**config.mk**
```make
export PLATFORM = sky130hd
export DESIGN_NAME = br_predict_unit
export DESIGN_NICKNAME = d
export VERILOG_FILES = /design/src/rtl/br_predict_unit.sv
export SDC_FILE = /design/constraint.sdc
export NUM_CORES = 1
export LEC_CHECK = 0
export BUFFER_PORTS_ARGS = -buffer_cell sky130_fd_sc_hd__buf_2
export CORE_MARGIN = 1.5
export CORE_UTILIZATION = 50
export DETAILED_ROUTE_END_ITERATION = 10
export PLACE_DENSITY_LB_ADDON = 0.2
export SKIP_LAST_GASP = 1
export SYNTH_ARGS = -nofsm -noshare
export SYNTH_HDL_FRONTEND = slang
export SYNTH_SLANG_ARGS = --single-unit
```
**constraint.sdc**
```tcl
create_clock -name clk -period 2.8 [get_ports clk]
set_input_delay 0.14 -clock clk [delete_from_list [all_inputs] [get_ports clk]]
set_output_delay 0.14 -clock clk [all_outputs]
set_load 0.01 [all_outputs]
```
**src/rtl/br_predict_unit.sv**
```systemverilog
// Bimodal branch predictor (2-bit counters, IF-stage read) with EX-stage resolution and a registered flush/redirect.
// Optional BR_PREDICT_STATS_EN macro builds saturating branch and mispredict counters.
module br_predict_unit #(
  parameter int unsigned ADDR_W    = 64,
  parameter int unsigned BHT_DEPTH = 64,
  parameter int unsigned IDX_LSB   = 2,
  parameter logic [1:0]  CTR_INIT  = 2'b01
) (
  input  logic              clk,
  input  logic              rst,
  input  logic              if_valid,
  input  logic [ADDR_W-1:0] if_pc,
  output logic              pred_taken,
  input  logic              ex_valid,
  input  logic [ADDR_W-1:0] ex_pc,
  input  logic              ex_pred_taken,
  input  logic [2:0]        BranchOp,
  input  logic [4:0]        ConBr_type,
  input  logic              Zero,
  input  logic              Negative,
  input  logic              Overflow,
  input  logic              Co,
  input  logic [ADDR_W-1:0] br_target,
  input  logic [ADDR_W-1:0] alu_target,
  output logic              stall_pc,
  output logic              flush,
  output logic [ADDR_W-1:0] redirect_pc,
  output logic [31:0]       br_count,
  output logic [31:0]       mispred_count
);

  localparam int unsigned IDX_W = $clog2(BHT_DEPTH);

  // BranchOp encodings shared with the control unit
  localparam logic [2:0] OP_BRANCH = 3'd1;
  localparam logic [2:0] OP_ZERO   = 3'd2;
  localparam logic [2:0] OP_NZERO  = 3'd3;
  localparam logic [2:0] OP_COND   = 3'd4;
  localparam logic [2:0] OP_ALU    = 3'd5;
  localparam logic [2:0] OP_NOINC  = 3'd6;

  // B.cond condition codes (ARM condition field numbering)
  localparam logic [4:0] COND_EQ = 5'd0;
  localparam logic [4:0] COND_NE = 5'd1;
  localparam logic [4:0] COND_CS = 5'd2;
  localparam logic [4:0] COND_CC = 5'd3;
  localparam logic [4:0] COND_HI = 5'd8;
  localparam logic [4:0] COND_LS = 5'd9;
  localparam logic [4:0] COND_GE = 5'd10;
  localparam logic [4:0] COND_LT = 5'd11;
  localparam logic [4:0] COND_GT = 5'd12;
  localparam logic [4:0] COND_LE = 5'd13;

  logic [1:0]        r_bht [BHT_DEPTH];
  logic              r_flush;
  logic [ADDR_W-1:0] r_redirect_pc;

  logic [IDX_W-1:0]  w_if_idx;
  logic [IDX_W-1:0]  w_ex_idx;
  logic [ADDR_W-1:0] w_pc_plus4;
  logic              w_eff_valid;
  logic              w_cond_taken;
  logic              w_taken;
  logic              w_is_cond;
  logic              w_is_br;
  logic              w_mispredict;
  logic              w_set_flush;
  logic [ADDR_W-1:0] w_redirect_nxt;
  logic [1:0]        w_ctr_cur;
  logic [1:0]        w_ctr_nxt;
  logic              w_unused_pc_bits;

  assign w_if_idx    = if_pc[IDX_LSB +: IDX_W];
  assign w_ex_idx    = ex_pc[IDX_LSB +: IDX_W];
  assign w_pc_plus4  = ex_pc + ADDR_W'(4);
  assign w_eff_valid = ex_valid & ~r_flush;
  assign w_set_flush = w_eff_valid & w_mispredict;

  assign w_unused_pc_bits = ^if_pc;

  assign pred_taken  = r_bht[w_if_idx][1] & if_valid;
  assign stall_pc    = ex_valid & (BranchOp == OP_NOINC);
  assign flush       = r_flush;
  assign redirect_pc = r_redirect_pc;

  // B.cond evaluation from the NZCV flags
  always_comb begin
    w_cond_taken = 1'b0;
    case (ConBr_type)
      COND_EQ: w_cond_taken = Zero;
      COND_NE: w_cond_taken = ~Zero;
      COND_CS: w_cond_taken = Co;
      COND_CC: w_cond_taken = ~Co;
      COND_HI: w_cond_taken = Co & ~Zero;
      COND_LS: w_cond_taken = ~(Co & ~Zero);
      COND_GE: w_cond_taken = (Negative == Overflow);
      COND_LT: w_cond_taken = (Negative != Overflow);
      COND_GT: w_cond_taken = ~Zero & (Negative == Overflow);
      COND_LE: w_cond_taken = Zero | (Negative != Overflow);
      default: w_cond_taken = 1'b0;
    endcase
  end

  // Branch outcome, mispredict detection and redirect target selection
  always_comb begin
    w_taken        = 1'b0;
    w_is_cond      = 1'b0;
    w_is_br        = 1'b0;
    w_mispredict   = 1'b0;
    w_redirect_nxt = r_redirect_pc;
    case (BranchOp)
      OP_BRANCH: begin
        w_taken        = 1'b1;
        w_is_br        = 1'b1;
        w_mispredict   = ~ex_pred_taken;
        w_redirect_nxt = br_target;
      end
      OP_ZERO: begin
        w_taken   = Zero;
        w_is_cond = 1'b1;
        w_is_br   = 1'b1;
      end
      OP_NZERO: begin
        w_taken   = ~Zero;
        w_is_cond = 1'b1;
        w_is_br   = 1'b1;
      end
      OP_COND: begin
        w_taken   = w_cond_taken;
        w_is_cond = 1'b1;
        w_is_br   = 1'b1;
      end
      OP_ALU: begin
        w_taken        = 1'b1;
        w_is_br        = 1'b1;
        w_mispredict   = 1'b1;
        w_redirect_nxt = alu_target;
      end
      default: begin
        w_taken = 1'b0;
      end
    endcase
    if (w_is_cond) begin
      w_mispredict   = (w_taken != ex_pred_taken);
      w_redirect_nxt = w_taken ? br_target : w_pc_plus4;
    end
  end

  // Saturating 2-bit counter step for the EX-stage entry
  always_comb begin
    w_ctr_cur = r_bht[w_ex_idx];
    w_ctr_nxt = w_ctr_cur;
    if (w_taken) begin
      if (w_ctr_cur != 2'b11) w_ctr_nxt = w_ctr_cur + 2'd1;
    end else begin
      if (w_ctr_cur != 2'b00) w_ctr_nxt = w_ctr_cur - 2'd1;
    end
  end

  always_ff @(posedge clk) begin
    if (rst) begin
      r_flush       <= 1'b0;
      r_redirect_pc <= '0;
      for (int unsigned i = 0; i < BHT_DEPTH; i++) begin
        r_bht[IDX_W'(i)] <= CTR_INIT;
      end
    end else begin
      r_flush <= w_set_flush;
      if (w_set_flush) r_redirect_pc <= w_redirect_nxt;
      if (w_eff_valid && w_is_cond) r_bht[w_ex_idx] <= w_ctr_nxt;
    end
  end

`ifdef BR_PREDICT_STATS_EN
  logic [31:0] r_br_count;
  logic [31:0] r_mispred_count;

  // Saturating statistics counters
  always_ff @(posedge clk) begin
    if (rst) begin
      r_br_count      <= '0;
      r_mispred_count <= '0;
    end else begin
      if (w_eff_valid && w_is_br && (r_br_count != 32'hFFFF_FFFF))
        r_br_count <= r_br_count + 32'd1;
      if (w_set_flush && (r_mispred_count != 32'hFFFF_FFFF))
        r_mispred_count <= r_mispred_count + 32'd1;
    end
  end

  assign br_count      = r_br_count;
  assign mispred_count = r_mispred_count;
`else
  assign br_count      = '0;
  assign mispred_count = '0;
`endif

endmodule
```
**Word-level counts from Yosys, hierarchy flattened**

Memories as Yosys holds them, arrays and structs flattened.
Index checks and enable logic that the tools add are counted.

- Bits in registers: 65
- Bits in writable memories: 128
- Bits of input ports: 273
- Output and inout port bits: 131
- Word-level logic and storage cells: 64
- Memories: 1

- Add/subtract/negate cells: 3
- Equal/unequal tests: 19
- Multiplexer cells: 19
- Bitwise logic cells: 12
- Reduce and logical (&&, ||, !) cells: 8

Memory list:

| name | words | width | rd ports | clocked after Yosys merged registers in | wr ports | line | source |
|---|---|---|---|---|---|---|---|
| r_bht | 64 | 2 | 2 | 0 | 64 | 54 | `logic [1:0] r_bht [BHT_DEPTH];` |

Operators with widths:

| operator | number |
|---|---|
| 64-bit 2-to-1 mux | 2 |
| 64-bit one-hot mux with 2 select lines | 1 |
| 64-bit by 3-bit adder with 64-bit output, second input constant | 1 |
| 5-bit by 4-bit equality test with 1-bit output, second input constant | 6 |
| 5-bit by 2-bit equality test with 1-bit output, second input constant | 2 |
| 1-bit one-hot mux with 10 select lines | 1 |
| 3-bit equality test, second input constant | 3 |
| 1-bit 2-to-1 mux | 8 |
| 2-bit 2-to-1 mux | 4 |
| 1-bit bitwise AND | 6 |
| 3-bit by 2-bit equality test with 1-bit output, second input constant | 2 |
| 6-bit 2-to-1 mux | 1 |
| 5-bit by 1-bit equality test with 1-bit output, second input constant | 1 |
| 5-bit logical NOT | 1 |
| 1-bit NOT | 5 |
| 1-bit one-hot mux with 4 select lines | 1 |
| 2-bit OR reduction | 2 |
| 3-bit by 1-bit equality test with 1-bit output, second input constant | 1 |
| 3-bit nonzero test | 1 |
| 3-bit OR reduction | 1 |
| 2-bit by 1-bit adder with 2-bit output, second input constant | 1 |
| 1-bit inequality test | 2 |
| 2-bit inequality test, second input constant | 1 |
| 1-bit one-hot mux with 2 select lines | 1 |
| 6 further kinds | 6 |

**Longest topological paths before layout**

Gate-level depths: netlist of the first run.

- Depth after elaboration: 9
- Gate-level depth with buffers: 12
- Mapped depth without buffers: 8

**Least setup slack after synthesis of the first run**

Ideal clock, no wire load.

- Path kind: in2out
- Start: in if_pc[2]
- End: out pred_taken
- Arrival time: 2553 ps
- Path slack: 107 ps
- Cell stages on the path: 6
- Buffers on the path: 2
- Cells stage by stage: buf_2 > buf_1 > mux4_2 > mux4_2 > mux4_2 > and2_1

- Longest elaborated chain between the ends: 2

RTL lines:

| item | line | source |
|---|---|---|
| start: declaration | 12 | `input logic [ADDR_W-1:0] if_pc,` |
| memory read 64 x 2 bit | n/a |  |
| 1-bit bitwise AND | 81 | `assign pred_taken = r_bht[w_if_idx][1] & if_valid;` |
| end: declaration | 13 | `output logic pred_taken,` |

No other way between the ends.

==> results.yml, run 1 <==
placement:
  place_inst: 1870
  pre_cts_ws_ns: -0.182
  dp_hpwl_um: 31300
  gp_congestion: 0.942
  port_buffers: 281
setup_path:
  path_common_cell: "mux4_2"
  critical_path.max_fanout: 2
  slowest_stage: "mux4_2"
  worst-path-buf-inv: 1
  path_cells: "mux4_2, mux4_2, mux4_2, and2_1, buf_2"
  cp.required_ns: 2.66
  crit_family: "multiplexers"
  slowest_delay_ns: 0.54
  reg2reg_slack_ns: -0.02
  cp-start-kind: "register"
  crit_type: "reg -> out"
  worst_setup_path_end_kind: "primary output"
  arrival_ns: 2.68
run_status:
  violations: "setup timing"
  status: "complete, but fails checks"
worst_hold_path:
  holdCritPathClass: "in -> reg"
finish:
  drive_gt1_frac: 0.344
  finalNetCount: 1869
  fill_cells: 1998
  final_cells: 1928
  area.growth.synth_to_final_pct: 25.8
floorplanning:
  ioPinCount: 404
  fp.dieW_um: 159
  core_area_um2: 23700
  start_util: 0.514
  dieArea_um2: 25300
  die_h_um: 159
  num_rows: 56
detailed_routing:
  vias_per_cell: 6.07
  avgRoutedWirePerCell_um: 22.4
  drt_iter0_markers: 1260
  drc: 0
  first_pass_iters: 5
  postRouteWirelength_um: 43300
  ant_nets: 0
  num_vias: 11700
synthesis:
  synth_warnings: 0
  synth-seq-cells: 193
  synth.avg_cell_area_um2: 9.56
  synth_top_area_frac: 0.316
  yosys.area.top_type: "edfxtp_1"
  synth_edf_count: 128
  synth_area_leaders: "edfxtp_1 (32%), dfxtp_1 (11%), mux4_2 (6.1%), buf_4 (4.1%), nand2_1 (4.1%)"
  ys_async_sr_fraction: 0
  synth_ff_type: "edfxtp_1"
  netlist_area_um2: 12200
  synth_seq_area_share: 0.422
  synth_cells: 1274
  synth_cell_type_count: 66
clock_network:
  clock_path_buffers: 2
  cts-buffers-inserted: 17
  numClockSinks: 193
  cts_tree: "done"
  clkTransAtPathRegs_ns: 0.08
  clock_latency_ns: 0.44
  cts_root_buffer: "clkbuf_16"
  h-tree-depth: 4
pwr:
  max-vdd-ir-drop_v: 0.000374
  powerDensity_nw_per_um2: 479
  p_total_mw: 7.33
  leakagePower_nw: 6.00
sta:
  min_period_ns: 2.82
  finalCritPeriodShare: 1.01
  skew_ns: 0.0146
  drv_slew: 0
  fmax_mhz: 354
  worst_slew_pin_slew_ns: 0.778
  rsz0062_at_grt: "yes"
  relSlewSlack: 0.481
  hold_viol: 0
  fin_ws_ns: -0.0236
  setup_viol: 33
grt:
  antenna_found_initial: 2
  grt_pass1_vias: 10900
  track_usage: 0.329
  overflow: 0
  grt_max_degree: 120
  grt_pass1_wl_um: 63700
run:
  drv_cap: 0
metal layers:
metal | wire (um) | GRT usage | part of all wire
met5 | 13 | 0 | 0.00030
met4 | 1260 | 0.115 | 0.029
met3 | 4740 | 0.0630 | 0.11
met2 | 20300 | 0.532 | 0.47
met1 | 16900 | 0.442 | 0.39
final cells by class:
| class | count | area [um2] | share of cell area |
|---|---|---|---|
| Clock buffer | 18 | 429 | 0.0280 |
| Multi-Input combinational cell | 954 | 6480 | 0.423 |
| Timing Repair Buffer | 409 | 2670 | 0.174 |
| Antenna cell | 1 | 2.50 | 0.000163 |
| Sequential cell | 193 | 5140 | 0.336 |
| Clock inverter | 14 | 120 | 0.00784 |
| Inverter | 20 | 75.1 | 0.00490 |
| Tap cell | 319 | 399 | 0.0261 |
what timing repair did:
action,CTS,global route
hold endpoints to repair,11,0
hold buffers,11,0
cloned,1,6
gates resized for setup,3,45
pin swaps,4,4
setup buffers,3,4
endpoints found under the setup margin,96,83
report_power, final:
part	total [mW]	switching [mW]	internal (mW)
combinational	1.74	0.983	0.759
clock	2.38	1.21	1.17
sequential	3.21	0.0739	3.14
total	7.33	2.26	5.07
registers in the layout, summed over array words and instances (netlist names):
| name | count |
|---|---|
| r_bht | 128 |
| flush | 1 |
| redirect_pc | 64 |
cell usage in the layout (no fill, tap or decap), types with 20 or more instances in the layout:
cell / Yosys / layout
buf_4: 67 / 96
nand3_1: 69 / 69
dfxtp_1: 65 / 65
nand2b_1: 63 / 63
conb_1: 1 / 64
nor2_1: 119 / 109
nor3_1: 56 / 38
buf_2: 17 / 281
nand4_1: 20 / 20
mux4_2: 33 / 33
xnor2_1: 23 / 23
xor2_1: 39 / 39
or2_2: 28 / 28
o221ai_1: 33 / 33
edfxtp_1: 128 / 128
o22ai_1: 34 / 34
clkbuf_16: 0 / 22
nand2_1: 132 / 131
a22oi_1: 29 / 29
final timing paths:
| kind | cells after the start | to | start |
|---|---|---|---|
| max reg2reg | 9 | r_bht[38][0]$_SDFFCE_PN1P_ | r_bht[42][1]$_SDFFCE_PN0P_ |
| min | 3 | redirect_pc[1]$_SDFFE_PP0P_ | br_target[1] |
| max | 5 | pred_taken | r_bht[63][1]$_SDFFCE_PN0P_ |
| min reg2reg | 1 | redirect_pc[48]$_SDFFE_PP0P_ | redirect_pc[48]$_SDFFE_PP0P_ |
kinds of logic after synthesis:
| logic type | after synthesis | share of synthesized area |
|---|---|---|
| buf+inv | 190 | 0.0859 |
| mux | 60 | 0.0846 |
| compound gates | 208 | 0.132 |
| simple gates | 559 | 0.229 |
| xor+xnor | 62 | 0.0446 |
| fa+ha+maj | 1 | 0.00103 |
| flops | 193 | 0.422 |
| other cells | 1 | 0.000308 |
worst reg2reg max path: stages (launching register included):
cell and delay (ns):
edfxtp_1 0.40, mux4_2 0.48, a221o_1 0.42, a2111oi_4 0.35
buf_4 0.19, a31oi_4 0.11, o21ai_4 0.20, buf_4 0.16
clkbuf_16 0.19, nand3_1 0.09
Yosys cell counts (all sizes together), types with 34 or more instances:
library cell	n
buf	99
clkbuf	71
dfxtp	65
edfxtp	128
nand2	132
nand2b	63
nand3	69
nor2	119
nor3	56
o22ai	34
xor2	39
per-stage QoR:
stage / TNS (ns) / hold slack (ns) / cell area (um2) / utilization
after floorplan: 0 / 0.291 / 12400 / -
after global placement: -10.75 / 0.406 / 14200 / 0.600
after detailed placement: -14.81 / 0.411 / 14200 / 0.600
after CTS: 0 / 0.000954 / 14900 / 0.631
after global routing: -6.96 / 0.0230 / 15300 / 0.647
final: -0.272 / 0.00923 / 15300 / 0.647
(Power assumes the default switching activity.)
==> run 2, diff against run 1 <==
--- a/config.mk
+++ b/config.mk
@@ -6,7 +6,7 @@
 export NUM_CORES = 1
 export LEC_CHECK = 0
 export BUFFER_PORTS_ARGS = -buffer_cell sky130_fd_sc_hd__buf_2
-export CORE_MARGIN = 1.5
+export CAP_MARGIN = 5
 export CORE_UTILIZATION = 50
 export DETAILED_ROUTE_END_ITERATION = 10
 export PLACE_DENSITY_LB_ADDON = 0.2
==> results.yml, run 2 (same netlist as run 1, synthesis figures left out) <==
pwr:
  power_switching_mw: 2.20
  max-vdd-ir-drop_v: 0.000378
  leakagePower_nw: 6.04
  power.internal_mw: 5.33
  combPwrFrac: 0.230
  powerDensity_nw_per_um2: 490
  p_total_mw: 7.53
  seq_power_share: 0.426
  swShare: 0.292
  clkPwrFrac: 0.344
detailed_routing:
  vias_per_cell: 6.08
  drt_iter0_markers: 1203
  num_vias: 11700
  first_pass_iters: 5
  avgRoutedWirePerCell_um: 22.0
  drc: 0
  ant_nets: 0
  postRouteWirelength_um: 42400
clock_network:
  clkTransAtPathRegs_ns: 0.07
  cts_root_buffer: "clkbuf_16"
  clock_latency_ns: 0.44
  h-tree-depth: 4
  cts_tree: "done"
  cts-buffers-inserted: 17
  clock_path_buffers: 2
  numClockSinks: 193
floorplanning:
  fp.dieW_um: 158
  num_rows: 56
  core_area_um2: 23700
  ioPinCount: 404
  dieArea_um2: 25000
  die_h_um: 158
  start_util: 0.514
run_status:
  status: "complete, but fails checks"
  violations: "setup timing"
setup_path:
  worst-path-buf-inv: 3
  slowest_delay_ns: 0.47
  arrival_ns: 3.01
  r2r-end: "r_bht[41][1]$_SDFFCE_PN0P_"
  path_cells: "mux4_2, a221o_1, a2111oi_4, nand4_1, buf_4, a21oi_4, buf_12, clkbuf_16, nor3_1"
  critical_path.max_fanout: 9
  crit_type: "reg -> reg"
  reg2reg_slack_ns: -0.02
  cp-start-kind: "register"
  r2r-start: "r_bht[41][1]$_SDFFCE_PN0P_"
  cp.required_ns: 2.98
  r2r_cells: 9
  slowest_stage: "mux4_2"
  crit_family: "compound AO/OA/AOI/OAI gates"
  worst_setup_path_end_kind: "register"
sta:
  fmax_mhz: 354
  setup_viol: 35
  rsz0062_at_grt: "yes"
  relSlewSlack: 0.590
  skew_ns: 0.0124
  min_period_ns: 2.82
  drv_slew: 0
  hold_viol: 0
  finalCritPeriodShare: 1.01
  fin_ws_ns: -0.0228
  worst_slew_pin_slew_ns: 0.611
  tns_ns: -0.348
  worst_hold_slack_ns: 0.0117
finish:
  drive_gt1_frac: 0.334
  largest-register: "r_bht"
  final_cells: 1927
  fill_cells: 1962
  finalNetCount: 1867
  final_area_um2: 15300
  largest_register_ffs: 128
  fin_util: 0.648
  area.growth.synth_to_final_pct: 26.0
  mostFrequentLayoutCell: "buf_2"
  final_cell_mix: "buf_2 (280), edfxtp_1 (128), nand2_1 (124)"
placement:
  port_buffers: 281
  place_inst: 1866
  dp_hpwl_um: 30700
  pre_cts_ws_ns: -0.155
  gp_congestion: 1.02
  placed_area_um2: 14200
worst_hold_path:
  min_from: "alu_target[59]"
  holdPathEnd: "redirect_pc[59]$_SDFFE_PP0P_"
  hold_depth: 3
  holdCritPathClass: "in -> reg"
grt:
  grt_pass1_wl_um: 63000
  antenna_found_initial: 3
  overflow: 0
  grt_pass1_vias: 11000
  track_usage: 0.340
  grt_max_degree: 70
run:
  drv_cap: 0
-- run 2: worst max-delay path by stage --
stage                                     from                          to  slack [ns]  cells after the start
finish              r_bht[41][1]$_SDFFCE_PN0P_  r_bht[41][1]$_SDFFCE_PN0P_       -0.02                      9
global route        r_bht[41][1]$_SDFFCE_PN0P_   r_bht[1][1]$_SDFFCE_PN0P_       -0.11                      9
CTS                 r_bht[41][1]$_SDFFCE_PN0P_  r_bht[23][1]$_SDFFCE_PN0P_       -0.01                      9
detailed placement                    ex_pc[2]  r_bht[33][1]$_SDFFCE_PN0P_       -0.16                     10
global placement                      ex_pc[2]   r_bht[4][1]$_SDFFCE_PN0P_       -0.12                      8
floorplan                             if_pc[2]                  pred_taken        0.11                      6
-- run 2: area by class of cell --
class                   instances  area [um2]  share of cell area
clock inverters                15         180              0.0117
well taps                     319         399              0.0260
repair buffers                407        2730               0.178
inverters                      20        75.1             0.00489
multi-input cells             954        6390               0.416
diodes                          2        5.00            0.000326
clock buffers                  17         425              0.0277
flip-flops and latches        193        5140               0.335
-- run 2: what timing repair did --
| action | in CTS | in global routing |
|---|---|---|
| gates resized for setup | 2 | 31 |
| hold buffers | 12 | 0 |
| endpoints found under the hold margin | 12 | 0 |
| pin swaps | 6 | 12 |
| buffers inserted | 5 | 4 |
| setup endpoints to repair | 118 | 111 |
| gates cloned | 2 | 5 |
-- run 2: layer usage --
layer  wire [um]  share of wire  global-route usage
met1       16900           0.40               0.442
met2       19800           0.47               0.553
met3        4360           0.10              0.0709
met4        1390          0.033               0.132
met5           8        0.00019                   0
-- run 2: power by group through the flow --
stage	registers [mW]	logic [mW]	clock network, mW
floorplan	3.27	0.878	0
global placement	3.27	1.45	0
detailed placement	3.27	1.47	0
CTS	3.21	1.57	2.59
global route	3.22	1.84	2.69
finish	3.21	1.73	2.59
-- run 2: worst register-to-register path, stage by stage (launching register included) --
cell       delay, ns
edfxtp_1        0.42
mux4_2          0.47
a221o_1         0.38
a2111oi_4       0.35
nand4_1         0.17
buf_4           0.20
a21oi_4         0.17
buf_12          0.19
clkbuf_16       0.18
nor3_1          0.05
